==> src/rtl/core_config_pkg.sv <==
// Core-wide configuration: datapath widths, ALU command encoding, and the
// types shared by the ALU2 issue controller.
package core_config_pkg;

  localparam int XLEN       = 32;
  localparam int REG_ADDR_W = 5;

  typedef enum logic [3:0] {
    c_NONE,
    c_ADD,
    c_SUB,
    c_MUL,
    c_DIV,
    c_DIVU,
    c_REM,
    c_REMU,
    c_SLL,
    c_SRL,
    c_SRA
  } alu_commands_t;

  typedef enum logic [1:0] {
    S_IDLE,
    S_ISSUE,
    S_WAIT
  } alu2_issue_state_t;

  // rd sits in the low bits so the queue can expose it without knowing the layout
  typedef struct packed {
    logic [XLEN-1:0]       arg0;
    logic [XLEN-1:0]       arg1;
    alu_commands_t         cmd;
    logic [REG_ADDR_W-1:0] rd;
  } alu2_op_t;

  localparam int ALU2_OP_W = $bits(alu2_op_t);

endpackage

==> src/rtl/alu2_issue_ctrl_if.sv <==
// Bundle of decode, ALU2, writeback, flush and hazard-query signals around the
// ALU2 issue controller. The controller is the master side.
interface alu2_issue_ctrl_if;
  import core_config_pkg::*;

  logic                  in_valid;
  logic                  in_ready;
  logic [XLEN-1:0]       in_arg0;
  logic [XLEN-1:0]       in_arg1;
  alu_commands_t         in_cmd;
  logic [REG_ADDR_W-1:0] in_rd;

  logic [XLEN-1:0]       alu_arg0;
  logic [XLEN-1:0]       alu_arg1;
  alu_commands_t         alu_cmd;
  logic [REG_ADDR_W-1:0] alu_rd;
  logic                  alu_busy;
  logic                  alu_valid;
  logic                  alu_i_error;
  logic                  alu_o_error;
  logic [XLEN-1:0]       alu_res;
  logic [REG_ADDR_W-1:0] alu_o_rd;
  logic                  alu_clear;

  logic                  wb_valid;
  logic                  wb_ready;
  logic [REG_ADDR_W-1:0] wb_rd;
  logic [XLEN-1:0]       wb_data;
  logic                  wb_error;

  logic                  illegal;
  logic                  flush;
  logic [REG_ADDR_W-1:0] q_rd;
  logic                  q_hit;
  logic                  idle;

  modport master (
    input  in_valid, in_arg0, in_arg1, in_cmd, in_rd,
    input  alu_busy, alu_valid, alu_i_error, alu_o_error, alu_res, alu_o_rd,
    input  wb_ready, flush, q_rd,
    output in_ready, alu_arg0, alu_arg1, alu_cmd, alu_rd, alu_clear,
    output wb_valid, wb_rd, wb_data, wb_error, illegal, q_hit, idle
  );

  modport slave (
    output in_valid, in_arg0, in_arg1, in_cmd, in_rd,
    output alu_busy, alu_valid, alu_i_error, alu_o_error, alu_res, alu_o_rd,
    output wb_ready, flush, q_rd,
    input  in_ready, alu_arg0, alu_arg1, alu_cmd, alu_rd, alu_clear,
    input  wb_valid, wb_rd, wb_data, wb_error, illegal, q_hit, idle
  );

endinterface

==> src/rtl/alu2_issue_fifo.sv <==
// Small in-order circular queue for pending ALU2 operations. Exposes every
// slot's rd field and occupancy so the controller can answer hazard queries.
module alu2_issue_fifo #(
  parameter int DEPTH = 4,
  parameter int WIDTH = 8,
  parameter int RD_W  = 5
) (
  input  logic             clk,
  input  logic             rst_n,
  input  logic             push,
  input  logic             pop,
  input  logic             flush,
  input  logic [WIDTH-1:0] din,
  output logic [WIDTH-1:0] dout,
  output logic             full,
  output logic             empty,
  output logic [RD_W-1:0]  entry_rd [DEPTH],
  output logic [DEPTH-1:0] entry_valid
);

  localparam int PTR_W = $clog2(DEPTH);

  logic [WIDTH-1:0] mem [DEPTH];
  logic [PTR_W-1:0] wr_ptr_reg;
  logic [PTR_W-1:0] rd_ptr_reg;
  logic [PTR_W:0]   count_reg;
  logic             do_push;
  logic             do_pop;

  assign do_push = push && !flush && !full;
  assign do_pop  = pop && !flush && !empty;

  always_ff @(posedge clk or negedge rst_n) begin
    if (!rst_n) begin
      wr_ptr_reg <= '0;
      rd_ptr_reg <= '0;
      count_reg  <= '0;
    end else if (flush) begin
      wr_ptr_reg <= '0;
      rd_ptr_reg <= '0;
      count_reg  <= '0;
    end else begin
      if (do_push) wr_ptr_reg <= wr_ptr_reg + PTR_W'(1);
      if (do_pop)  rd_ptr_reg <= rd_ptr_reg + PTR_W'(1);
      if (do_push && !do_pop)      count_reg <= count_reg + (PTR_W+1)'(1);
      else if (!do_push && do_pop) count_reg <= count_reg - (PTR_W+1)'(1);
    end
  end

  always_ff @(posedge clk) begin
    if (do_push) mem[wr_ptr_reg] <= din;
  end

  assign full  = (count_reg == (PTR_W+1)'(DEPTH));
  assign empty = (count_reg == '0);
  assign dout  = mem[rd_ptr_reg];

  // Slot occupancy: distance from the read pointer (mod DEPTH) below count
  generate
    for (genvar gi = 0; gi < DEPTH; gi++) begin : g_slot
      logic [PTR_W-1:0] offset;
      assign offset          = PTR_W'(gi) - rd_ptr_reg;
      assign entry_valid[gi] = ({1'b0, offset} < count_reg);
      assign entry_rd[gi]    = mem[gi][RD_W-1:0];
    end
  endgenerate

endmodule

==> src/rtl/alu2_issue_ctrl.sv <==
// Sequences queued ALU2 operations one at a time through the cmd/busy/valid/clear
// handshake, holds each result for the writeback arbiter, and answers rd hazards.
module alu2_issue_ctrl
  import core_config_pkg::*;
#(
  parameter int DEPTH = 4
) (
  input logic               clk,
  input logic               rst_n,
  alu2_issue_ctrl_if.master bus
);

  alu2_issue_state_t     state_reg, state_next;
  alu2_op_t              issue_reg;
  alu2_op_t              head_op;
  logic                  push, pop, clear, wb_load, illegal_pulse;
  logic                  fifo_full, fifo_empty;
  logic [REG_ADDR_W-1:0] entry_rd [DEPTH];
  logic [DEPTH-1:0]      entry_valid;
  logic [DEPTH-1:0]      entry_hit;
  logic                  discard_reg;
  logic                  discard_now;
  logic                  wb_free;
  logic                  wb_valid_reg;
  logic [REG_ADDR_W-1:0] wb_rd_reg;
  logic [XLEN-1:0]       wb_data_reg;
  logic                  wb_error_reg;

  assign push        = bus.in_valid && !fifo_full && !bus.flush;
  assign discard_now = discard_reg || bus.flush;
  assign wb_free     = !wb_valid_reg || bus.wb_ready;

  alu2_issue_fifo #(
    .DEPTH (DEPTH),
    .WIDTH (ALU2_OP_W),
    .RD_W  (REG_ADDR_W)
  ) u_fifo (
    .clk         (clk),
    .rst_n       (rst_n),
    .push        (push),
    .pop         (pop),
    .flush       (bus.flush),
    .din         ({bus.in_arg0, bus.in_arg1, bus.in_cmd, bus.in_rd}),
    .dout        (head_op),
    .full        (fifo_full),
    .empty       (fifo_empty),
    .entry_rd    (entry_rd),
    .entry_valid (entry_valid)
  );

  always_comb begin
    state_next    = state_reg;
    pop           = 1'b0;
    clear         = 1'b0;
    wb_load       = 1'b0;
    illegal_pulse = 1'b0;
    unique case (state_reg)
      S_IDLE: begin
        if (!fifo_empty && !bus.alu_busy && !bus.flush) begin
          pop        = 1'b1;
          state_next = S_ISSUE;
        end
      end
      S_ISSUE: begin
        if (bus.alu_i_error) begin
          illegal_pulse = 1'b1;
          state_next    = S_IDLE;
        end else begin
          state_next = S_WAIT;
        end
      end
      S_WAIT: begin
        // A discarded result never needs the writeback slot, so it clears at once
        if (bus.alu_valid && (discard_now || wb_free)) begin
          clear      = 1'b1;
          wb_load    = !discard_now;
          state_next = S_IDLE;
        end
      end
      default: state_next = S_IDLE;
    endcase
  end

  always_ff @(posedge clk or negedge rst_n) begin
    if (!rst_n) begin
      state_reg <= S_IDLE;
      issue_reg <= '0;
    end else begin
      state_reg <= state_next;
      if (pop) issue_reg <= head_op;
    end
  end

  // Discard must not be armed when no clear will follow (rejected command)
  always_ff @(posedge clk or negedge rst_n) begin
    if (!rst_n) begin
      discard_reg <= 1'b0;
    end else if (clear) begin
      discard_reg <= 1'b0;
    end else if (bus.flush && ((state_reg == S_WAIT) ||
                               (state_reg == S_ISSUE && !bus.alu_i_error))) begin
      discard_reg <= 1'b1;
    end
  end

  always_ff @(posedge clk or negedge rst_n) begin
    if (!rst_n) begin
      wb_valid_reg <= 1'b0;
      wb_rd_reg    <= '0;
      wb_data_reg  <= '0;
      wb_error_reg <= 1'b0;
    end else if (bus.flush) begin
      wb_valid_reg <= 1'b0;
    end else if (wb_load) begin
      wb_valid_reg <= 1'b1;
      wb_rd_reg    <= bus.alu_o_rd;
      wb_data_reg  <= bus.alu_res;
      wb_error_reg <= bus.alu_o_error;
    end else if (bus.wb_ready) begin
      wb_valid_reg <= 1'b0;
    end
  end

  generate
    for (genvar gi = 0; gi < DEPTH; gi++) begin : g_hit
      assign entry_hit[gi] = entry_valid[gi] && (entry_rd[gi] == bus.q_rd);
    end
  endgenerate

  assign bus.q_hit = (bus.q_rd != '0) &&
                     ((|entry_hit) ||
                      (state_reg != S_IDLE && issue_reg.rd == bus.q_rd) ||
                      (wb_valid_reg && wb_rd_reg == bus.q_rd));

  assign bus.in_ready  = !fifo_full;
  assign bus.idle      = fifo_empty && (state_reg == S_IDLE) && !wb_valid_reg;
  assign bus.alu_cmd   = (state_reg == S_ISSUE) ? issue_reg.cmd : c_NONE;
  assign bus.alu_arg0  = issue_reg.arg0;
  assign bus.alu_arg1  = issue_reg.arg1;
  assign bus.alu_rd    = issue_reg.rd;
  assign bus.alu_clear = clear;
  assign bus.illegal   = illegal_pulse;
  assign bus.wb_valid  = wb_valid_reg;
  assign bus.wb_rd     = wb_rd_reg;
  assign bus.wb_data   = wb_data_reg;
  assign bus.wb_error  = wb_error_reg;

endmodule

==> src/flat_wrapper.sv <==
// flat-port wrapper written by rule: the top's interface ports become plain ports
module alu2_issue_ctrl_flat import core_config_pkg::*;
#(
  parameter int DEPTH = 4
)
  (clk, rst_n, bus_in_valid, bus_in_arg0, bus_in_arg1, bus_in_cmd, bus_in_rd, bus_alu_busy, bus_alu_valid, bus_alu_i_error, bus_alu_o_error, bus_alu_res, bus_alu_o_rd, bus_wb_ready, bus_flush, bus_q_rd, bus_in_ready, bus_alu_arg0, bus_alu_arg1, bus_alu_cmd, bus_alu_rd, bus_alu_clear, bus_wb_valid, bus_wb_rd, bus_wb_data, bus_wb_error, bus_illegal, bus_q_hit, bus_idle);
  alu2_issue_ctrl_if bus_i ();
  input logic clk;
  input logic rst_n;
  input wire logic [$bits(bus_i.in_valid)-1:0] bus_in_valid;
  input wire logic [$bits(bus_i.in_arg0)-1:0] bus_in_arg0;
  input wire logic [$bits(bus_i.in_arg1)-1:0] bus_in_arg1;
  input wire logic [$bits(bus_i.in_cmd)-1:0] bus_in_cmd;
  input wire logic [$bits(bus_i.in_rd)-1:0] bus_in_rd;
  input wire logic [$bits(bus_i.alu_busy)-1:0] bus_alu_busy;
  input wire logic [$bits(bus_i.alu_valid)-1:0] bus_alu_valid;
  input wire logic [$bits(bus_i.alu_i_error)-1:0] bus_alu_i_error;
  input wire logic [$bits(bus_i.alu_o_error)-1:0] bus_alu_o_error;
  input wire logic [$bits(bus_i.alu_res)-1:0] bus_alu_res;
  input wire logic [$bits(bus_i.alu_o_rd)-1:0] bus_alu_o_rd;
  input wire logic [$bits(bus_i.wb_ready)-1:0] bus_wb_ready;
  input wire logic [$bits(bus_i.flush)-1:0] bus_flush;
  input wire logic [$bits(bus_i.q_rd)-1:0] bus_q_rd;
  output wire logic [$bits(bus_i.in_ready)-1:0] bus_in_ready;
  output wire logic [$bits(bus_i.alu_arg0)-1:0] bus_alu_arg0;
  output wire logic [$bits(bus_i.alu_arg1)-1:0] bus_alu_arg1;
  output wire logic [$bits(bus_i.alu_cmd)-1:0] bus_alu_cmd;
  output wire logic [$bits(bus_i.alu_rd)-1:0] bus_alu_rd;
  output wire logic [$bits(bus_i.alu_clear)-1:0] bus_alu_clear;
  output wire logic [$bits(bus_i.wb_valid)-1:0] bus_wb_valid;
  output wire logic [$bits(bus_i.wb_rd)-1:0] bus_wb_rd;
  output wire logic [$bits(bus_i.wb_data)-1:0] bus_wb_data;
  output wire logic [$bits(bus_i.wb_error)-1:0] bus_wb_error;
  output wire logic [$bits(bus_i.illegal)-1:0] bus_illegal;
  output wire logic [$bits(bus_i.q_hit)-1:0] bus_q_hit;
  output wire logic [$bits(bus_i.idle)-1:0] bus_idle;
  assign bus_i.in_valid = bus_in_valid;
  assign bus_i.in_arg0 = bus_in_arg0;
  assign bus_i.in_arg1 = bus_in_arg1;
  assign bus_i.in_cmd = bus_in_cmd;
  assign bus_i.in_rd = bus_in_rd;
  assign bus_i.alu_busy = bus_alu_busy;
  assign bus_i.alu_valid = bus_alu_valid;
  assign bus_i.alu_i_error = bus_alu_i_error;
  assign bus_i.alu_o_error = bus_alu_o_error;
  assign bus_i.alu_res = bus_alu_res;
  assign bus_i.alu_o_rd = bus_alu_o_rd;
  assign bus_i.wb_ready = bus_wb_ready;
  assign bus_i.flush = bus_flush;
  assign bus_i.q_rd = bus_q_rd;
  assign bus_in_ready = bus_i.in_ready;
  assign bus_alu_arg0 = bus_i.alu_arg0;
  assign bus_alu_arg1 = bus_i.alu_arg1;
  assign bus_alu_cmd = bus_i.alu_cmd;
  assign bus_alu_rd = bus_i.alu_rd;
  assign bus_alu_clear = bus_i.alu_clear;
  assign bus_wb_valid = bus_i.wb_valid;
  assign bus_wb_rd = bus_i.wb_rd;
  assign bus_wb_data = bus_i.wb_data;
  assign bus_wb_error = bus_i.wb_error;
  assign bus_illegal = bus_i.illegal;
  assign bus_q_hit = bus_i.q_hit;
  assign bus_idle = bus_i.idle;
  alu2_issue_ctrl #(.DEPTH(DEPTH)) u_core (.clk(clk), .rst_n(rst_n), .bus(bus_i));
endmodule
==> config.mk <==
export PLATFORM = sky130hd
export DESIGN_NAME = alu2_issue_ctrl_flat
export DESIGN_NICKNAME = d
export VERILOG_FILES = /design/src/rtl/core_config_pkg.sv /design/src/rtl/alu2_issue_ctrl_if.sv /design/src/rtl/alu2_issue_fifo.sv /design/src/rtl/alu2_issue_ctrl.sv /design/src/flat_wrapper.sv
export SDC_FILE = /design/constraint.sdc
export NUM_CORES = 1
export LEC_CHECK = 0
export ABC_AREA = 0
export CAP_MARGIN = 20
export CORE_ASPECT_RATIO = 0.7
export CORE_MARGIN = 1
export CORE_UTILIZATION = 49
export DETAILED_ROUTE_END_ITERATION = 10
export GPL_ROUTABILITY_DRIVEN = 0
export PLACE_DENSITY_LB_ADDON = 0.15
export SLEW_MARGIN = 5
export SYNTH_ARGS = -nofsm -noshare
export SYNTH_HDL_FRONTEND = slang
export SYNTH_SLANG_ARGS = --single-unit
==> constraint.sdc <==
create_clock -name clk -period 2.9 [get_ports clk]
set_input_delay 0.435 -clock clk [delete_from_list [all_inputs] [get_ports clk]]
set_output_delay 0.435 -clock clk [all_outputs]
set_load 0.01 [all_outputs]
# After elaboration in Yosys (flattened, before gate mapping)
# Memories as Yosys holds them, arrays and structs flattened. A register that Yosys moved wholly into a read port is not among the register bits.
# Cells that the tools add are included.
totals:
  wordCells: 111
  output_inout_bits: 117
  inputBits: 124
  memories: 1
  register_bits: 49
  latch_bits: 0
  ramBits: 292
  rom_bits: 0
memory_table:
  columns: ["name", "depth", "width", "read_ports", "rd_clocked_by_memory_dff", "wr", "line", "source"]
  rows:
  - ["u_core.u_fifo.mem", 4, 73, 5, 1, 1, "alu2_issue_fifo.sv:23", "logic [WIDTH-1:0] mem [DEPTH];"]
op_classes:
  multipliers: 0
  shifts: 0
  n_eq_ne: 11
  n_addsub: 8
  reduce_logical: 50
  n_div: 0
  bitwise: 1
  order_cmp: 4
  n_mux: 27
ops:
  columns: ["cell", "n"]
  rows:
  - ["$eq 5x5->1", 6]
  - ["$logic_and 1x1->1", 22]
  - ["$mux 1", 15]
  - ["$mux 2", 7]
  - ["$lt 2x3->1", 4]
  - ["$logic_not 1->1", 10]
  - ["$mux 3", 3]
  - ["$reduce_bool 2->1", 4]
  - ["$logic_or 1x1->1", 6]
  - ["$pmux 2 s3", 1]
  - ["$reduce_bool 3->1", 2]
  - ["$reduce_bool 5->1", 1]
  - ["$add 2x1->2 const B", 2]
  - ["$mux 4", 1]
  - ["$ne 2x1->1 const B", 2]
  - ["$reduce_and 2->1", 2]
  - ["$reduce_or 4->1", 1]
  - ["$sub 1x2->2 const A", 2]
  - ["$sub 2x2->2 const A", 2]
  - ["$add 3x1->3 const B", 1]
  - ["$eq 3x3->1 const B", 1]
  - ["$logic_not 3->1", 1]
  - ["$sub 3x1->3 const B", 1]
  - ["$eq 2x1->1 const B", 1]
  - ["3 further kinds", 3]

# Longest topological paths before layout
# Gate-level depths: netlist of run 1.
logic_depth:
  ltp_word: 12
  depth_mapped: 11
  depth_no_buf: 9

# Hierarchy
# From an unflattened synthesis of run 1, not the netlist that was laid out.
hier_totals:
  hier_cells: 868
  area_unflattened_um2: 16625.9
modules_own_cells:
  columns: ["mod", "cells_per_inst", "seq_area_each_um2", "instances", "area_per_inst_um2"]
  rows:
  - ["alu2_issue_fifo", 485, 8943.6, 1, 11350.9]
  - ["alu2_issue_ctrl", 383, 2877.8, 1, 5275.1]

# Least setup slack after synthesis of run 1
# OpenSTA, ideal clock, no wires.
synth_timing:
  path_type: "flip-flop to flip-flop"
  startpoint: "reg u_core.u_fifo.count_reg[2]"
  endpoint: "mem u_core.u_fifo.mem[0][0] (netlist name), enable pin"
  synth_period_minus_slack_ps: 3197
  required_ps: 2461
  setup_ps: 439
  stages_incl_launch_ff: 5
  setup_slack_ps: -297
  path_buffers: 0
  t_arrival_ps: 2758
  path_cell_list: "dfrtp_1 -> or3b_1 -> nand2_1 -> nor2_1 -> and2_1"
synth_between:
  elab_chain_cells: 8
synth_lines:
  columns: ["item", "line", "source"]
  rows:
  - ["start: declaration", "alu2_issue_fifo.sv:26", "logic [PTR_W:0] count_reg;"]
  - ["start signal: assignment", "alu2_issue_fifo.sv:45", "if (do_push && !do_pop) count_reg <= count_reg + (PTR_W+1)'(1);"]
  - ["start signal: assignment", "alu2_issue_fifo.sv:46", "else if (!do_push && do_pop) count_reg <= count_reg - (PTR_W+1)'(1);"]
  - ["$eq 3x3->1 (*)", "alu2_issue_fifo.sv:54", "assign full = (count_reg == (PTR_W+1)'(DEPTH));"]
  - ["$logic_not 1->1 (*)", null, null]
  - ["net bus_in_ready", "flat_wrapper.sv:24", "output wire logic [$bits(bus_i.in_ready)-1:0] bus_in_ready;"]
  - ["$logic_and 1x1->1 (2 in a row)", "alu2_issue_ctrl.sv:29", "assign push = bus.in_valid && !fifo_full && !bus.flush;"]
  - ["$logic_and 1x1->1", "alu2_issue_fifo.sv:30", "assign do_push = push && !flush && !full;"]
  - ["$logic_and 1x1->1 (*)", "alu2_issue_fifo.sv:30", null]
  - ["$mux 1 (*)", "alu2_issue_fifo.sv:51", "if (do_push) mem[wr_ptr_reg] <= din;"]
  - ["$mux 1 (implied by the code) (*)", "alu2_issue_fifo.sv:51", null]
  - ["end: declaration", "alu2_issue_fifo.sv:23", null]
# The timed path passes the listed nets; every way through them passes the cells marked *.

# Worst setup path after layout of run 1
layout_timing:
  startpoint: "reg u_core.u_fifo.count_reg[1]"
  endpoint: "out bus_q_hit"
layout_between:
  elab_chain_cells: 6
  word_cells_on_any_way: 12
  cone_classes: "order compare (4); reduce/logical (8)"
layout_lines:
  columns: ["item", "line", "source"]
  rows:
  - ["$lt 2x3->1", "alu2_issue_fifo.sv:63", "assign entry_valid[gi] = ({1'b0, offset} < count_reg);"]
  - ["$logic_and 1x1->1", "alu2_issue_ctrl.sv:126", "assign entry_hit[gi] = entry_valid[gi] && (entry_rd[gi] == bus.q_rd);"]
  - ["$reduce_or 4->1 (*)", "alu2_issue_ctrl.sv:131", "((|entry_hit) ||"]
  - ["$logic_or 1x1->1 (*)", "alu2_issue_ctrl.sv:131", null]
  - ["$logic_or 1x1->1 (*)", "alu2_issue_ctrl.sv:132", "(state_reg != S_IDLE && issue_reg.rd == bus.q_rd) ||"]
  - ["$logic_and 1x1->1 (*)", "alu2_issue_ctrl.sv:130", "assign bus.q_hit = (bus.q_rd != '0) &&"]
  - ["end: declaration", "flat_wrapper.sv:35", "output wire logic [$bits(bus_i.q_hit)-1:0] bus_q_hit;"]
# Mark *: on every way between the ends. The rest lies on a longest branch, timed or not.

==> tab_implementation.tex, run 1 <==
\begin{tabular}{lr}
\hline
Metric & Value \\
\hline
\multicolumn{2}{l}{\textbf{Outcome}} \\
\quad Status & finished, violations left \\
\quad Failing checks & DRC \\
\multicolumn{2}{l}{\textbf{STA}} \\
\quad RSZ-0062 raised after global routing & false \\
\quad Setup TNS Final & 0 ns \\
\quad Total count of max-transition violations in the final report & 0 \\
\quad Post-route worst hold slack & around 0.51 ns \\
\quad Final Skew & $\sim$0.013 ns \\
\quad Total setup violations reported at the end of the flow & 0 \\
\quad Final critical-path required period & 2.710 ns \\
\quad Fin. Hold Viols & 0 \\
\quad Max Clock Freq & about 0.37 GHz \\
\quad Final clock period utilization by the worst path & 0.9344 \\
\quad Transition at the pin with the smallest max-transition slack & a little over 0.8 ns \\
\quad Final worst slack & 0.1903 ns \\
\quad Headroom to the max-slew limit & 0.4614 \\
\multicolumn{2}{l}{\textbf{Logic synthesis}} \\
\quad Count of yosys warnings during synthesis & 0 \\
\quad Leading cell types by total area after synthesis & edfxtp\_1 (54\%), dfrtp\_1 (19\%), mux4\_2 (10\%) \\
\quad Largest area contributor in the synthesized netlist & edfxtp\_1 \\
\quad Unique cell type count in the Yosys netlist & between 40 and 50 \\
\quad Number of nets in the synthesized netlist & 955 \\
\quad Synth async-reset ratio & 0.2947 \\
\quad Post-synthesis average cell area & around 20 sq um \\
\quad Flops \& latches, synth & 414 \\
\quad Number of enable-type register cells in the synthesized netlist & around 290 \\
\quad Syn Inst Count & between 800 and 900 \\
\quad Most numerous cell in the Yosys netlist & edfxtp\_1 \\
\quad Portion of the post-synthesis area used by sequential elements & 0.7234 \\
\quad Most used standard cells in the synthesized netlist & edfxtp\_1 (292), dfrtp\_1 (122), mux2\_2 (102), mux4\_2 (73), buf\_4 (71) \\
\quad Syn Std Cell Area & 16340 sq um \\
\quad Share of the synthesized area in the top cell type & 0.5366 \\
\quad Most frequently used flop master after synthesis & edfxtp\_1 \\
\multicolumn{2}{l}{\textbf{Cells and area}} \\
\quad Register bank with the most flops & u\_core.u\_fifo.mem \\
\quad Utilization after layout & 0.6228 \\
\quad Reg area & approximately 12000 sq um \\
\quad Final-layout fill cell count & roughly 2400 \\
\quad Fraction of layout instances using a drive strength above 1 & 0.2661 \\
\quad Syn-to-layout area delta & 24.05\% \\
\quad Net count of the finished layout & 1157 \\
\quad Multi-input combinational cell area & between 3000 and 4000 sq um \\
\quad Final standard cell count with taps included and fillers excluded & between 1000 and 1500 \\
\quad Ant. Diodes & 0 \\
\quad Number of flip-flops under the largest register name & approximately 300 \\
\quad Post-route cell area & about 20000 sq um \\
\multicolumn{2}{l}{\textbf{Critical path}} \\
\quad Biggest fanout along the worst timing path & 5 \\
\quad Cell-by-cell trace of the critical path & inv\_2 > ha\_1 > a21oi\_1 > o21ai\_1 > nand4\_1 > o31ai\_1 > o22a\_1 > clkbuf\_2 \\
\quad Reg-to-reg critical path endpoint & u\_core.u\_fifo.count\_reg[2] \\
\quad Data required time of the critical path & between 2 and 2.5 ns \\
\quad CP Buf/Inv Count & 2 \\
\quad Crit end category & output pin \\
\quad Launching point of the worst reg2reg path & u\_core.u\_fifo.count\_reg[0] \\
\quad Worst setup slack for register-to-register paths & roughly 0.64 ns \\
\quad Worst r2r path cells & 9 \\
\quad Family with the most delay on the worst path & compound AO/OA/AOI/OAI gates \\
\quad Category of the critical setup timing path & flop to output pin \\
\quad Crit path DAT & roughly 2.3 ns \\
\quad CP peak stage delay & 0.42 ns \\
\quad Slowest library cell on the worst path & dfrtp\_1 \\
\quad Setup crit start kind & flop \\
\multicolumn{2}{l}{\textbf{Clock tree}} \\
\quad Clock transition at the registers of the reported paths & 0.06 ns \\
\quad Number of clock buffers inserted by TritonCTS & 40 \\
\quad CTS max path bufs & 3 \\
\quad CTS Root Buffer Type & clkbuf\_16 \\
\quad Clk sinks & around 410 \\
\quad Clock tree from TritonCTS & built \\
\quad Worst-skew pair later-pin latency & around 0.53 ns \\
\quad Number of levels in the clock H-tree & 2 \\
\multicolumn{2}{l}{\textbf{Pwr}} \\
\quad Total design power & about 18 mW \\
\quad Worst VDD drop & 0.5134 mV \\
\quad Static leakage & $\sim$7.2 nW \\
\quad Switching component of the power & $\sim$4.7 mW \\
\quad Cell Pwr Density & around 900 nW/um\^{}2 \\
\quad Switch share & 0.2573 \\
\quad Internal power component & 13.59 mW \\
\quad Clk pwr share & 0.285 \\
\quad Combinational group share of total power & 0.277 \\
\quad Proportion of power drawn by flip-flops and latches & 0.438 \\
\multicolumn{2}{l}{\textbf{Min path}} \\
\quad Path class of the lowest-slack min-delay path & flop to flop \\
\quad Hold Crit Start & u\_core.bus.alu\_arg1[30] \\
\quad Worst Hold Endpoint & u\_core.bus.alu\_arg1[30] \\
\quad Hold Path Stages & 1 \\
\multicolumn{2}{l}{\textbf{Placed design}} \\
\quad Area after detailed placement & about 19000 sq um \\
\quad Post-detail-place hpwl & slightly below 20000 um \\
\quad Port bufs & 240 \\
\quad Placement Setup Slack & -0.03445 ns \\
\quad Total instance count after detailed placement & about 1400 \\
\multicolumn{2}{l}{\textbf{Floorplanning}} \\
\quad Initial core utilization & 0.5020 \\
\quad Vertical die dimension & 154.8 um \\
\quad Std-Cell Rows & 55 \\
\quad CORE AREA & 32550 sq um \\
\quad Floorplan die width & 220.3 um \\
\quad Top-level I/O count & 241 \\
\quad Die Area & roughly 34000 sq um \\
\multicolumn{2}{l}{\textbf{Drt}} \\
\quad Initial DRC count & 531 \\
\quad Drt wl/cell & about 22 um \\
\quad Antenna Violating Nets Remaining & 0 \\
\quad Vias post-DR & between 7000 and 8000 \\
\quad Via density & 5.284 \\
\quad Aggregate routed wire length & about 32000 um \\
\quad \# DRC & 8 \\
\quad Number of search-and-repair iterations in the first detailed-routing pass & 7 \\
\multicolumn{2}{l}{\textbf{Global route}} \\
\quad Total track usage & 0.1930 \\
\quad Largest net degree at the start of global routing & just under 80 \\
\quad First-pass GRT wire length & just under 50000 um \\
\quad Number of global-route vias before repair & 8445 \\
\quad GRT Residual Overflow & 0 \\
\quad Number of antenna violations at the first check in global routing & 0 \\
\multicolumn{2}{l}{\textbf{Job}} \\
\quad Number of max-capacitance violations reported & 0 \\
\hline
\end{tabular}
layer usage:
layer | track usage | vias to the layer above | routed length [um]
li1 | - | 3514 | -
met1 | 0.2830 | 4106 | 14380
met2 | 0.2966 | 177 | 15300
met3 | 0.04503 | 39 | 1851
met4 | 0.04007 | 0 | 394
met5 | 0 | - | 0
repair_timing:
item / CTS / global route
endpoints found under the setup margin: 1 / 2
hold buffers: 1 / 0
endpoints found under the hold margin: 63 / 0
gates resized for setup: 3 / 6
pin swaps: 0 / 1
buffers inserted: 0 / 0
how the worst max path moves through the flow:
stage / end / slack, ns / startpoint / depth (start not counted)
after detailed placement: bus_q_hit / -0.03 / bus_q_rd[3] / 8
final: bus_q_hit / 0.19 / u_core.u_fifo.count_reg[1] / 8
after CTS: bus_q_hit / 0.04 / u_core.u_fifo.count_reg[1] / 8
after global placement: bus_q_hit / 0.04 / bus_q_rd[3] / 8
after global routing: bus_q_hit / 0.09 / u_core.u_fifo.rd_ptr_reg[0] / 7
after floorplan: u_core.u_fifo.count_reg[2] / 0.39 / bus_flush / 11
cell type report:
type | instances | area share
inverters | 10 | 0.001852
clock buffers | 59 | 0.05648
flip-flops and latches | 414 | 0.5835
multi-input cells | 294 | 0.1881
repair buffers | 264 | 0.1347
clock inverters | 15 | 0.008950
well taps | 427 | 0.02636
kinds of logic after synthesis:
logic type | after synthesis | synth area share
and+or+nand+nor | 46 | 0.01700
xor gates and xnor gates | 36 | 0.01976
adders and majority gates | 9 | 0.007351
AOI/OAI and AO/OA | 18 | 0.007659
DFF | 414 | 0.7234
muxes | 185 | 0.1798
buffers and inverters | 114 | 0.04502
power groups by stage:
stage | clock [mW] | combinational, mW | sequential [mW]
after global placement | 0 | 5.10 | 8.11
final | 5.21 | 5.07 | 8.02
after global routing | 5.59 | 5.44 | 8.15
after CTS | 5.35 | 5.16 | 8.03
after floorplan | 0 | 3.36 | 8.05
after detailed placement | 0 | 5.14 | 8.12
cell usage in the layout (no fill, tap or decap), types with 12 or more instances in the layout:
master             n
clkbuf_16         42
xnor2_1           13
clkbuf_1          14
xor2_1            21
dfrtp_1          120
edfxtp_1         292
mux4_2            73
buf_12            12
clkdlybuf4s50_1  238
mux2_2           102
Note: power is estimated with default switching activity, not from simulation.
==> run 2, diff against run 1 <==
CORE_UTILIZATION = 50   (was 49)
clock period = 3.5 ns   (was 2.9 ns; I/O delays follow)
==> run 2 against run 1 <==
  * The flow finishes with violations (hold timing)
  * Combinational power fell by 18%
  * Cell area shrank 0.19%
  * Critical path type unchanged
  * First-iteration DRC count shrank 9.6%
  * Critical path depth unchanged
  * Global-route usage rose by 0.28 points
  * Non-clock buffer count shrank 7
  * Critical endpoint unchanged
  * Final cell count is 0.81% lower
==> tab_implementation.tex, run 2 (synthesis results as in run 1) <==
\begin{tabular}{lr}
\hline
Metric & Value \\
\hline
\multicolumn{2}{l}{\textbf{Clock tree}} \\
\quad Post CTS Setup Buffer Count & 0 (unchanged) \\
\quad Count of hold-fix buffers inserted at cts & 0 (-1) \\
\quad Clock transition at the registers of the reported paths & 0.06 ns (about the same) \\
\quad CTS Root Buffer Type & clkbuf\_16 \\
\quad Resized Gates After CTS & 0 (-3) \\
\quad Number of levels in the clock H-tree & 2 (unchanged) \\
\quad Clock tree from TritonCTS & built \\
\quad Clk sinks & 414 (unchanged) \\
\quad Number of clock buffers inserted by TritonCTS & 42 (+5.0\%) \\
\quad Worst-skew pair later-pin latency & 0.54 ns (about the same) \\
\quad CTS max path bufs & 3 (unchanged) \\
\multicolumn{2}{l}{\textbf{Cells and area}} \\
\quad Most frequent cells in the layout & edfxtp\_1 (292), clkdlybuf4s50\_1 (239), dfrtp\_1 (120) \\
\quad Most common library cell in the layout ignoring fill and taps & edfxtp\_1 \\
\quad Net count of the finished layout & 1152 (-0.43\%) \\
\quad Ant. Diodes & 0 (unchanged) \\
\quad Register bank with the most flops & u\_core.u\_fifo.mem \\
\quad Final standard cell count with taps included and fillers excluded & 1471 (-0.81\%) \\
\quad Fraction of layout instances using a drive strength above 1 & 0.2626 (-0.003491) \\
\quad Syn-to-layout area delta & 23.81\% \\
\quad Number of flip-flops under the largest register name & 292 (unchanged) \\
\quad Post-route cell area & 20230 sq um (-0.19\%) \\
\multicolumn{2}{l}{\textbf{Floorplanning}} \\
\quad CORE AREA & 31620 sq um (-2.9\%) \\
\quad Top-level I/O count & 241 (unchanged) \\
\quad Initial core utilization & 0.5168 (+0.01476) \\
\quad Std-Cell Rows & 54 (-1.8\%) \\
\quad Die Area & 33420 sq um (-2.0\%) \\
\quad Vertical die dimension & 153.3 um (-0.99\%) \\
\quad Floorplan die width & 218.1 um (-0.99\%) \\
\multicolumn{2}{l}{\textbf{Pwr}} \\
\quad Static leakage & 7.130 nW (-0.34\%) \\
\quad Combinational group share of total power & 0.271 (-0.006) \\
\quad Internal power component & 11.41 mW (-16\%) \\
\quad Switch share & 0.2551 (-0.002156) \\
\quad Cell Pwr Density & 757.2 nW/um\^{}2 (-16\%) \\
\quad Proportion of power drawn by flip-flops and latches & 0.433 (-0.005) \\
\quad Worst VDD drop & 0.4556 mV (-11\%) \\
\quad Switching component of the power & 3.908 mW (-17\%) \\
\quad Clk pwr share & 0.296 (+0.011) \\
\multicolumn{2}{l}{\textbf{Drt}} \\
\quad Drt wl/cell & 21.50 um (-0.11\%) \\
\quad Antenna Violating Nets Remaining & 0 (unchanged) \\
\quad \# DRC & 0 (-8) \\
\quad Aggregate routed wire length & 31630 um (-0.91\%) \\
\quad Number of search-and-repair iterations in the first detailed-routing pass & 4 (-3) \\
\quad Initial DRC count & 480 (-9.6\%) \\
\quad Vias post-DR & 7866 (+0.38\%) \\
\quad Via density & 5.347 (+1.2\%) \\
\multicolumn{2}{l}{\textbf{Critical path}} \\
\quad CP Buf/Inv Count & 2 (unchanged) \\
\quad Biggest fanout along the worst timing path & 5 (unchanged) \\
\quad Cell-by-cell trace of the critical path & inv\_1 > ha\_1 > a21oi\_1 > o21ai\_0 > nand4\_1 > o31ai\_1 > o22a\_1 > clkdlybuf4s50\_1 \\
\quad CP peak stage delay & 0.55 ns (+0.13 ns) \\
\quad Crit path DAT & 2.80 ns (+0.53 ns) \\
\quad Setup crit start kind & flop \\
\quad Crit end category & output pin \\
\quad Data required time of the critical path & 2.97 ns (+0.50 ns) \\
\quad Slowest library cell on the worst path & clkdlybuf4s50\_1 \\
\quad Category of the critical setup timing path & flop to output pin \\
\quad Family with the most delay on the worst path & compound AO/OA/AOI/OAI gates \\
\multicolumn{2}{l}{\textbf{Global route}} \\
\quad Number of global-route vias before repair & 8346 (-1.2\%) \\
\quad Number of antenna violations at the first check in global routing & 2 (+2) \\
\quad First-pass GRT wire length & 49580 um (+0.52\%) \\
\quad Total track usage & 0.1958 (+0.002794) \\
\quad Largest net degree at the start of global routing & 78 (unchanged) \\
\quad GRT Residual Overflow & 0 (unchanged) \\
\multicolumn{2}{l}{\textbf{Outcome}} \\
\quad Failing checks & hold timing \\
\quad Status & finished, violations left \\
\multicolumn{2}{l}{\textbf{STA}} \\
\quad Total count of max-transition violations in the final report & 0 (unchanged) \\
\quad Fin. Hold Viols & 8 (+8) \\
\quad Setup TNS Final & 0 ns (unchanged) \\
\quad Transition at the pin with the smallest max-transition slack & 0.7292 ns (-0.07875 ns) \\
\quad Final Skew & 0.02115 ns (+0.007849 ns) \\
\quad RSZ-0062 raised after global routing & false \\
\quad Final critical-path required period & between 3 and 4 ns \\
\quad Headroom to the max-slew limit & 0.5139 (+0.05250) \\
\quad Final clock period utilization by the worst path & 0.9513 \\
\quad Post-route worst hold slack & -0.009037 ns (-0.5144 ns) \\
\quad Total setup violations reported at the end of the flow & 0 (unchanged) \\
\quad Max Clock Freq & between 0.3 and 0.4 GHz \\
\multicolumn{2}{l}{\textbf{Min path}} \\
\quad Path class of the lowest-slack min-delay path & input pin to async pin \\
\multicolumn{2}{l}{\textbf{Job}} \\
\quad Number of max-capacitance violations reported & 0 (unchanged) \\
\multicolumn{2}{l}{\textbf{Placed design}} \\
\quad Port bufs & 240 (unchanged) \\
\quad Total instance count after detailed placement & 1395 (-0.92\%) \\
\quad Post-detail-place hpwl & 19350 um (-0.79\%) \\
\quad Area after detailed placement & 18830 sq um (-0.48\%) \\
\hline
\end{tabular}
## run 2: path summary, 6_finish.rpt
path / startpoint / to / slack [ns] / cells after the start
min in group clk: u_core.issue_reg[6] / u_core.issue_reg[6] / 0.50 / 1
max: u_core.u_fifo.count_reg[1] / bus_q_hit / 0.17 / 8
min reg2reg: u_core.issue_reg[6] / u_core.issue_reg[6] / 0.50 / 1
max reg2reg: u_core.u_fifo.count_reg[0] / u_core.u_fifo.count_reg[2] / 1.12 / 9
max in group asynchronous: rst_n / u_core.bus.wb_data[17] / 2.62 / 2
min: rst_n / u_core.bus.alu_arg1[15] / -0.009 / 1
## run 2: routing by layer
layer,up-vias,routed length (um),global-route usage
li1,3513,-,-
met4,2,403,0.04762
met3,40,1592,0.04239
met1,4120,14680,0.2878
met5,-,13,0
met2,191,14940,0.2999
## run 2: power by group through the flow
stage | clock (mW) | combinational, mW | sequential (mW)
CTS | 4.66 | 4.23 | 6.64
global placement | 0 | 4.18 | 6.70
global route | 4.84 | 4.46 | 6.75
floorplan | 0 | 2.78 | 6.68
finish | 4.54 | 4.15 | 6.63
detailed placement | 0 | 4.21 | 6.73
## run 2: metrics by stage
stage / setup WS (ns) / utilization / power (mW)
after floorplan: 0.3029 / - / 9.457
after global placement: 0.3843 / 0.5955 / 10.88
after detailed placement: 0.3035 / 0.5955 / 10.94
after CTS: 0.1197 / 0.6398 / 15.54
after global routing: 0.01365 / 0.6398 / 16.04
final: 0.1704 / 0.6398 / 15.32
## run 2: worst register-to-register path, delay by kind of cell (launching register included)
kind | cells | cell delay [ns]
flip-flops | 1 | 0.46
buffers and inverters | 1 | 0.07
AND/OR/NAND/NOR | 4 | 0.91
AO/OA/AOI/OAI | 2 | 0.25
XOR/XNOR | 1 | 0.15
adder cells (fa/ha/maj) | 1 | 0.42
## run 2: cell type report
cell class                 count  area, sq um
fill                        2183        11390
inverter                      10        37.54
clock inverter                19        254.0
timing repair buffer         257         2644
tap                          420        525.5
sequential                   414        11830
multi-input combinational    294         3794
clock buffer                  57         1149
==> run 3, diff against run 2 <==
clock period = 4.1 ns   (was 3.5 ns; I/O delays follow)
==> run 3 against run 2 <==
  * The run now ends clean
  * Clock power is 21% lower
  * Cell area shrank 0.77%
  * Sequential share of layout area grew 0.46 points
  * Critical path depth stayed put
  * Critical path type unchanged
  * Critical endpoint unchanged
  * Largest power group unchanged
  * Highest routed layer is now met4
==> tab_implementation.tex, run 3 (synthesis results as in run 1) <==
\begin{tabular}{lr}
\hline
Metric & Value \\
\hline
\multicolumn{2}{l}{\textbf{Critical path}} \\
\quad Slowest library cell on the worst path & dfrtp\_4 \\
\quad Launching point of the worst reg2reg path & u\_core.u\_fifo.rd\_ptr\_reg[0] \\
\quad Biggest fanout along the worst timing path & 26 (+21) \\
\quad Critical Path Start & u\_core.u\_fifo.rd\_ptr\_reg[1] \\
\quad Category of the critical setup timing path & flop to output pin \\
\quad Crit end category & output pin \\
\quad Data required time of the critical path & 3.48 ns (+0.51 ns) \\
\quad CP peak stage delay & 0.68 ns (+0.13 ns) \\
\quad Setup crit start kind & flop \\
\quad Crit path DAT & 3.08 ns (+0.28 ns) \\
\quad Cell-by-cell trace of the critical path & inv\_1 > ha\_1 > a21oi\_1 > o21ai\_0 > nand4\_1 > o31ai\_1 > o22a\_1 > clkdlybuf4s50\_1 \\
\multicolumn{2}{l}{\textbf{Drt}} \\
\quad Aggregate routed wire length & 31910 um (+0.88\%) \\
\quad Number of search-and-repair iterations in the first detailed-routing pass & 4 (unchanged) \\
\quad Antenna Violating Nets Remaining & 0 (unchanged) \\
\quad Initial DRC count & 548 (+14\%) \\
\quad Vias post-DR & 7805 (-0.78\%) \\
\quad \# DRC & 0 (unchanged) \\
\quad Via density & 5.320 (-0.50\%) \\
\quad Drt wl/cell & 21.75 um (+1.2\%) \\
\multicolumn{2}{l}{\textbf{Min path}} \\
\quad Path class of the lowest-slack min-delay path & input pin to async pin \\
\multicolumn{2}{l}{\textbf{Pwr}} \\
\quad Cell Pwr Density & 639.4 nW/um\^{}2 (-16\%) \\
\quad Worst VDD drop & 0.4461 mV (-2.1\%) \\
\quad Static leakage & 7.074 nW (-0.80\%) \\
\multicolumn{2}{l}{\textbf{Clock tree}} \\
\quad Worst-skew pair later-pin latency & 0.53 ns (about the same) \\
\quad Count of hold-fix buffers inserted at cts & 0 (unchanged) \\
\quad Number of levels in the clock H-tree & 2 (unchanged) \\
\quad CTS max path bufs & 3 (unchanged) \\
\quad Number of clock buffers inserted by TritonCTS & 40 (-4.8\%) \\
\quad Clk sinks & 414 (unchanged) \\
\quad Clock tree from TritonCTS & built \\
\quad Clock transition at the registers of the reported paths & 0.06 ns (about the same) \\
\quad CTS Root Buffer Type & clkbuf\_16 \\
\quad Post CTS Setup Buffer Count & 0 (unchanged) \\
\quad Resized Gates After CTS & 0 (unchanged) \\
\multicolumn{2}{l}{\textbf{Global route}} \\
\quad Met2 track demand over resource in global routing & 0.3105 (+0.01058) \\
\quad Grt peak-use layer & met2 \\
\quad Met1 usage & 0.2854 (-0.002402) \\
\quad Number of global-route vias before repair & 8458 (+1.3\%) \\
\quad Largest net degree at the start of global routing & 80 (+2.6\%) \\
\quad GRT Residual Overflow & 0 (unchanged) \\
\quad First-pass GRT wire length & 50110 um (+1.1\%) \\
\quad Total track usage & 0.1980 (+0.002194) \\
\quad Number of antenna violations at the first check in global routing & 1 (-1) \\
\quad Met3 track utilization from global routing & 0.04080 (-0.001592) \\
\multicolumn{2}{l}{\textbf{Floorplanning}} \\
\quad Top-level I/O count & 241 (unchanged) \\
\quad Floorplan die width & 218.1 um (unchanged) \\
\quad Vertical die dimension & 153.3 um (unchanged) \\
\quad CORE AREA & 31620 sq um (unchanged) \\
\quad Std-Cell Rows & 54 (unchanged) \\
\quad Initial core utilization & 0.5168 (unchanged) \\
\quad Die Area & 33420 sq um (unchanged) \\
\multicolumn{2}{l}{\textbf{STA}} \\
\quad Final critical-path required period & about 3.7 ns \\
\quad Headroom to the max-slew limit & 0.4285 (-0.08534) \\
\quad Transition at the pin with the smallest max-transition slack & 0.8572 ns (+0.1280 ns) \\
\quad Final clock period utilization by the worst path & 0.9023 \\
\quad Total count of max-transition violations in the final report & 0 (unchanged) \\
\quad Fin. Hold Viols & 0 (-8) \\
\quad RSZ-0062 raised after global routing & false \\
\quad Final Skew & 0.01949 ns (-0.001661 ns) \\
\quad Total setup violations reported at the end of the flow & 0 (unchanged) \\
\quad Max Clock Freq & roughly 0.27 GHz \\
\quad Setup TNS Final & 0 ns (unchanged) \\
\multicolumn{2}{l}{\textbf{Placed design}} \\
\quad Post-detail-place hpwl & 19630 um (+1.4\%) \\
\quad Port bufs & 240 (unchanged) \\
\multicolumn{2}{l}{\textbf{Cells and area}} \\
\quad Register bank with the most flops & u\_core.u\_fifo.mem \\
\quad Most common library cell in the layout ignoring fill and taps & edfxtp\_1 \\
\quad Reg area & 11830 sq um (unchanged) \\
\quad Number of flip-flops under the largest register name & 292 (unchanged) \\
\quad Net count of the finished layout & 1150 (-0.17\%) \\
\quad Fraction of layout instances using a drive strength above 1 & 0.2591 (-0.003525) \\
\quad Most frequent cells in the layout & edfxtp\_1 (292), clkdlybuf4s50\_1 (239), dfrtp\_1 (120) \\
\quad Syn-to-layout area delta & 22.86\% \\
\quad Multi-input combinational cell area & 3794 sq um (unchanged) \\
\quad Utilization after layout & 0.6349 (-0.004947) \\
\quad Final-layout fill cell count & 2226 (+2.0\%) \\
\multicolumn{2}{l}{\textbf{Job}} \\
\quad Number of max-capacitance violations reported & 0 (unchanged) \\
\multicolumn{2}{l}{\textbf{Outcome}} \\
\quad Status & completed \\
\hline
\end{tabular}
[run 3: cell types whose count changed in the layout (fill, tap and decap cells not counted), moves of 2 or more]
cell / previous run / this run
buf_12: 9 / 5
buf_4: 8 / 11
bufinv_16: 6 / 4
clkbuf_16: 43 / 41
clkinv_2: 7 / 9
clkinvlp_4: 3 / 1
[run 3: where the power goes]
part           switching [mW]  total (mW)  leakage (nW)  internal (mW)
Combinational            1.43        3.58          2.30           2.15
Clock                    1.49        3.60         0.626           2.11
Sequential              0.403        5.66          4.15           5.26
[run 3: layout make-up]
type                       instances  area share
multi-input combinational        294      0.1890
antenna                            1   0.0001246
clock buffer                      53     0.05385
sequential                       414      0.5892
clock inverter                    18    0.009598
tap                              420     0.02618
timing repair buffer             257      0.1302
inverter                          10    0.001870
[run 3: worst paths after layout]
check | end | slack (ns) | depth (start not counted)
worst max-delay path | bus_q_hit | 0.40 | 8
worst min-delay path | u_core.bus.alu_arg1[22] | 0.19 | 1
worst max register to register | u_core.bus.alu_arg0[11] | 1.42 | 5
worst min register to register | u_core.issue_reg[5] | 0.50 | 1
max in group asynchronous | u_core.bus.wb_rd[4] | 3.07 | 2
min in group clk | u_core.issue_reg[5] | 0.50 | 1
[run 3: through the flow]
step           power, mW  hold slack [ns]  cell area, sq um  worst slack, ns  instances
4_1_cts            12.98           0.2053             20050           0.4111       1465
2_1_floorplan      8.073           0.3194             16340           0.9029        822
3_3_place_gp       9.278           0.4817             18770           0.7100       1394
3_5_place_dp       9.345           0.4913             18770           0.7358       1394
6_report           12.84           0.1937             20080           0.4006       1467
5_1_grt            13.45           0.2433             20070           0.2405       1466
[run 3: routing by layer]
metal	vias to the layer above	part of all wire
li1	3501	-
met1	4090	0.45
met2	170	0.48
met3	44	0.050
met4	0	0.015
met5	-	0
[run 3: worst max-delay path: cells and delay by family (launching register included)]
family                     cells  cell delay (ns)
buffers and inverters          2             0.70
AOI/OAI and AO/OA              4             0.71
DFF                            1             0.68
adders and majority gates      1             0.32
and+or+nand+nor                1             0.16
